$ cat src/rtl/fetch_sequencer.sv
// ---------------------------------------------------------------------------
// fetch_sequencer
// Instruction-fetch controller sitting between the PC/ROM pair and the
// execute stage. It reads one or two program bytes from the ROM addressed by
// the PC and assembles them into an instruction. The instruction is handed
// over on a valid/ready handshake. Jumps are resolved by loading the target
// address into the PC.
//
// Ports
//   clk, reset          clock (rising edge); asynchronous active-high reset
//   run                 level, permits fetching
//   pc [11:0]           current PC value fed back from the counter
//   program_byte [7:0]  ROM data at address pc (combinational)
//   flag_c, flag_z      carry / zero flags from the execute unit
//   instr_ready         execute unit accepts the presented instruction
//   pc_en               counter enable (combinational)
//   pc_load             counter load strobe (combinational)
//   pc_load_data [11:0] counter load value (combinational)
//   instr_valid         instruction presented (combinational)
//   opcode [3:0]        registered opcode
//   operand [3:0]       registered low nibble of byte 1
//   address [11:0]      registered {byte1[3:0], byte2}; 0 for one-byte ops
//   halted              high in the HALTED state
// ---------------------------------------------------------------------------
module fetch_sequencer (
    input  logic        clk,
    input  logic        reset,
    input  logic        run,
    input  logic [11:0] pc,
    input  logic [7:0]  program_byte,
    input  logic        flag_c,
    input  logic        flag_z,
    input  logic        instr_ready,
    output logic        pc_en,
    output logic        pc_load,
    output logic [11:0] pc_load_data,
    output logic        instr_valid,
    output logic [3:0]  opcode,
    output logic [3:0]  operand,
    output logic [11:0] address,
    output logic        halted
);

    typedef enum logic [2:0] {
        S_IDLE   = 3'd0,
        S_FETCH1 = 3'd1,
        S_FETCH2 = 3'd2,
        S_ISSUE  = 3'd3,
        S_HALTED = 3'd4
    } state_t;

    localparam logic [3:0] OP_HALT = 4'h7;
    localparam logic [3:0] OP_JMP  = 4'h8;
    localparam logic [3:0] OP_JC   = 4'h9;
    localparam logic [3:0] OP_JZ   = 4'hA;

    state_t      r_state;
    state_t      w_next;
    logic [3:0]  r_opcode;
    logic [3:0]  r_operand;
    logic [11:0] r_address;
    logic        w_taken;

    // The PC is not a dependency here: the counter itself handles the
    // wrap-around, so the sequencer only observes it through program_byte.
    logic        w_unused_pc;
    assign w_unused_pc = ^pc;

    // Flags are looked at live, so only their value in the accept cycle
    // can matter.
    always_comb begin
        w_taken = 1'b0;
        case (r_opcode)
            OP_JMP:  w_taken = 1'b1;
            OP_JC:   w_taken = flag_c;
            OP_JZ:   w_taken = flag_z;
            default: w_taken = 1'b0;
        endcase
    end

    always_ff @(posedge clk or posedge reset) begin
        if (reset) r_state <= S_IDLE;
        else       r_state <= w_next;
    end

    always_comb begin
        w_next       = r_state;
        pc_en        = 1'b0;
        pc_load      = 1'b0;
        pc_load_data = 12'h000;
        instr_valid  = 1'b0;
        case (r_state)
            S_IDLE: begin
                if (run) w_next = S_FETCH1;
            end
            S_FETCH1: begin
                pc_en  = 1'b1;
                w_next = program_byte[7] ? S_FETCH2 : S_ISSUE;
            end
            S_FETCH2: begin
                pc_en  = 1'b1;
                w_next = S_ISSUE;
            end
            S_ISSUE: begin
                instr_valid = 1'b1;
                if (instr_ready) begin
                    if (w_taken) begin
                        pc_load      = 1'b1;
                        pc_load_data = r_address;
                    end
                    if (r_opcode == OP_HALT) w_next = S_HALTED;
                    else if (run)            w_next = S_FETCH1;
                    else                     w_next = S_IDLE;
                end
            end
            S_HALTED: begin
                if (!run) w_next = S_IDLE;
            end
            default: w_next = S_IDLE;
        endcase
    end

    // Instruction fields only change while fetching, which keeps them
    // stable for the whole of ISSUE regardless of backpressure.
    always_ff @(posedge clk or posedge reset) begin
        if (reset) begin
            r_opcode  <= 4'h0;
            r_operand <= 4'h0;
            r_address <= 12'h000;
        end else begin
            case (r_state)
                S_FETCH1: begin
                    r_opcode  <= program_byte[7:4];
                    r_operand <= program_byte[3:0];
                    if (!program_byte[7]) r_address <= 12'h000;
                end
                S_FETCH2: r_address <= {r_operand, program_byte};
                default: ;
            endcase
        end
    end

    assign opcode  = r_opcode;
    assign operand = r_operand;
    assign address = r_address;
    assign halted  = (r_state == S_HALTED);

endmodule

$ cat config.mk
export PLATFORM = sky130hd
export DESIGN_NAME = fetch_sequencer
export DESIGN_NICKNAME = d
export VERILOG_FILES = /design/src/rtl/fetch_sequencer.sv
export SDC_FILE = /design/constraint.sdc
export NUM_CORES = 1
export LEC_CHECK = 0
export BUFFER_PORTS_ARGS = -buffer_cell sky130_fd_sc_hd__buf_2
export CAP_MARGIN = 30
export CORE_MARGIN = 8
export CORE_UTILIZATION = 47
export CTS_BUF_LIST = sky130_fd_sc_hd__clkbuf_4 sky130_fd_sc_hd__clkbuf_8 sky130_fd_sc_hd__clkbuf_16
export DETAILED_ROUTE_END_ITERATION = 10
export PLACE_DENSITY = 0.84
export SLEW_MARGIN = 20
export SYNTH_ARGS = -nofsm -noshare
export SYNTH_HDL_FRONTEND = slang
export SYNTH_SLANG_ARGS = --single-unit
$ cat constraint.sdc
create_clock -name clk -period 2.1 [get_ports clk]
set_input_delay 0.21 -clock clk [delete_from_list [all_inputs] [get_ports clk]]
set_output_delay 0.21 -clock clk [all_outputs]
set_load 0.02 [all_outputs]
==> run metrics <==
max_cap viols=0; Compound-Gate Fraction of Synth Area=a little over an eighth; Final nets=181; clock sink count=23; setup_tns=0 ns; slowest stage delay, CP=approximately 0.57 ns; Post-Syn Nets=between 100 and 150; CP required=about 1.9 ns; Die ar.=4230 sq um; I/O Pins=62; worst skew pair latency=roughly 0.30 ns; CP Cell Sequence=nor3b_4 -> or2_2 -> buf_2; RSZ-0062 raised after global routing=false; mux contribution to synthesized area=about 8%; DR WL met3=between 150 and 200 microns; Die Ht=~65 microns; Synth Warn #=0; Hold Crit Class=in -> reg; top sig layer=met4; port bufs=49; Worst-Margin Slew=between 0.7 and 0.8 ns; ratio of cells with drive above 1 in the final layout=45.5%; drt total wl=approximately 2900 microns; Total GRT Usage=13.7%; area delta synth->final=27.9%; global-route wire length before repair=roughly 4700 microns; slowest CP cell=dfrtp_1; Synth cell types=29; wire per inst=approximately 16 microns; Bufs on Longest Clock Path=2; root buffer cell=clkbuf_4; Ant. Diodes=0; Pleak=approximately 0.76 nW; cell area after layout=1440 sq um; Seq/Total Area, Yosys=around half; WL met2=1480 microns; # H-tree levels=1; crit path kind=reg -> out; most frequent cells in the layout=buf_2, dfrtp_1, inv_1; total congestion overflow=0; crit share post-route=94.6%; worst rel slew slack=between 40% and 50%; min-delay src=program_byte[2]; Synth Area in Simple Gates=17.4%; final hold vios=0; CP arrival=around 1.8 ns; xor and xnor area share after synthesis=0%; DP HPWL=between 2000 and 2500 microns; crit path launch=r_state[0]; largest net degree at the start of global routing=24; Yosys reg bits=23; most common cell after layout, fill and taps aside=buf_2; Tmin final=between 1.5 and 2 ns; r2r startpoint=r_state[0]; vias in the first global route=1004; Core Region=~2200 sq um; die width=about 65 microns; Num CTS Buffers=3; Post-Syn Instances=between 100 and 150; Core Util, Final=64.6%; post-CTS setup buffer count=0; DRC viols=0; Max VDD drop=between 800 and 900 uV; initial antenna violation count=0; Setup crit end kind=output pin; status=finished, final reports clean; CP Launch Type=register; PwrDens=about 1600 nW/um^2; Starting Density=between 50% and 60%; max-slew violations=0; vias=about 1000; Finish-stage setup viols=0; placed cell area=~1400 sq um; Avg Synthesized Cell Area=between 10 and 15 sq um; Post-Synth Adder-Cell Area=0%; Pwr Total=~2.3 mW; Max FO, Critical Path=11; DR pass1 iterations=4; Setup Skew=0.00420 ns; Via density=roughly 5.3; routability cong.=around 0.76; Syn Std Cell Area=approximately 1100 sq um; final antenna-violating net count=0; Clock Pin Slew Worst Setup and Hold Paths=between 0.1 and 0.15 ns; Post-Route M1 WL=~1200 microns; hold slack=roughly 0.13 ns; fmax=503 MHz; num rows=17; CTS tree=built; DR iter-0 viols=24; main combinational cell family by area after synthesis=simple AND/OR/NAND/NOR gates
==> per-layer routing <==
metal | global-route usage [%] | vias to the layer above
met5 | 0 | -
met4 | 4.90 | 0
met3 | 2.92 | 2
met2 | 23.0 | 29
met1 | 17.0 | 478
li1 | - | 464
==> through the flow <==
| stage | setup WS, ns | cells |
|---|---|---|
| 4_1_cts | 0.0741 | 180 |
| 5_1_grt | 0.00454 | 182 |
| 3_3_place_gp | 0.362 | 176 |
| 6_report | 0.113 | 182 |
| 2_1_floorplan | 0.294 | 104 |
| 3_5_place_dp | 0.304 | 176 |
==> cells by family (layout without fill, tap and decap cells) <==
| kind of cell | Yosys count | in the layout |
|---|---|---|
| DFF | 23 | 23 |
| muxes | 8 | 8 |
| and+or+nand+nor | 32 | 32 |
| AOI/OAI and AO/OA | 19 | 19 |
| buffers and inverters | 22 | 72 |
==> layout make-up <==
cell class                      instances  area [sq um]
Fill cell                             189           790
Sequential cell                        23           577
Tap cell                               28          35.0
Inverter                               15          56.3
Multi-Input combinational cell         59           448
Clock buffer                            4          30.0
Timing Repair Buffer                   53           298
==> worst max-delay path, delay by kind of cell, from the launching register on <==
| family | cells | cell delay (ns) |
|---|---|---|
| AND/OR/NAND/NOR | 2 | 0.75 |
| buffers and inverters | 1 | 0.16 |
| flip-flops | 1 | 0.57 |
==> power by group <==
part / switching [mW] / internal (mW)
clock network: 0.126 / 0.0869
logic: 0.718 / 0.505
registers: 0.205 / 0.653
==> sequential cells by signal (all words and copies together) (netlist names) <==
name	flops
address	12
opcode	4
operand	4
r_state	3
==> cells in the mapped netlist, drive strengths merged <==
cell type / n / area, sq um
a211o: 1 / 8.76
a21o: 1 / 7.51
a21oi: 1 / 5.00
a22o: 11 / 96.3
a311o: 1 / 10.0
a31oi: 1 / 6.26
and2: 2 / 12.5
and2b: 1 / 7.51
buf: 7 / 55.1
dfrtp: 23 / 576
inv: 15 / 56.3
mux2: 8 / 90.1
nand2: 1 / 3.75
nand2b: 1 / 6.26
nand3: 2 / 10.0
nand4b: 1 / 8.76
nor2: 3 / 11.3
nor2b: 1 / 6.26
nor3: 14 / 70.1
nor3b: 4 / 46.3
o21ai: 1 / 5.00
o21bai: 1 / 7.51
o2bb2ai: 1 / 8.76
or2: 1 / 6.26
or2b: 1 / 7.51
==> what timing repair did <==
item | 4_1_cts | 5_1_grt
endpoints found under the hold margin | 0 | 3
endpoints found under the setup margin | 12 | 7
gates resized for setup | 1 | 2
hold buffers | 0 | 1
==> final timing paths <==
kind / end / slack [ns] / cells after the start
setup / recovery: pc_en / 0.11 / 3
setup reg to reg: address[1] / 0.43 / 3
hold / removal: address[2] / 0.13 / 2
hold reg to reg: address[2] / 0.54 / 1
max in group asynchronous: r_state[1] / 1.35 / 4
min in group asynchronous: r_state[0] / 0.37 / 3
(Power assumes the default switching activity.)
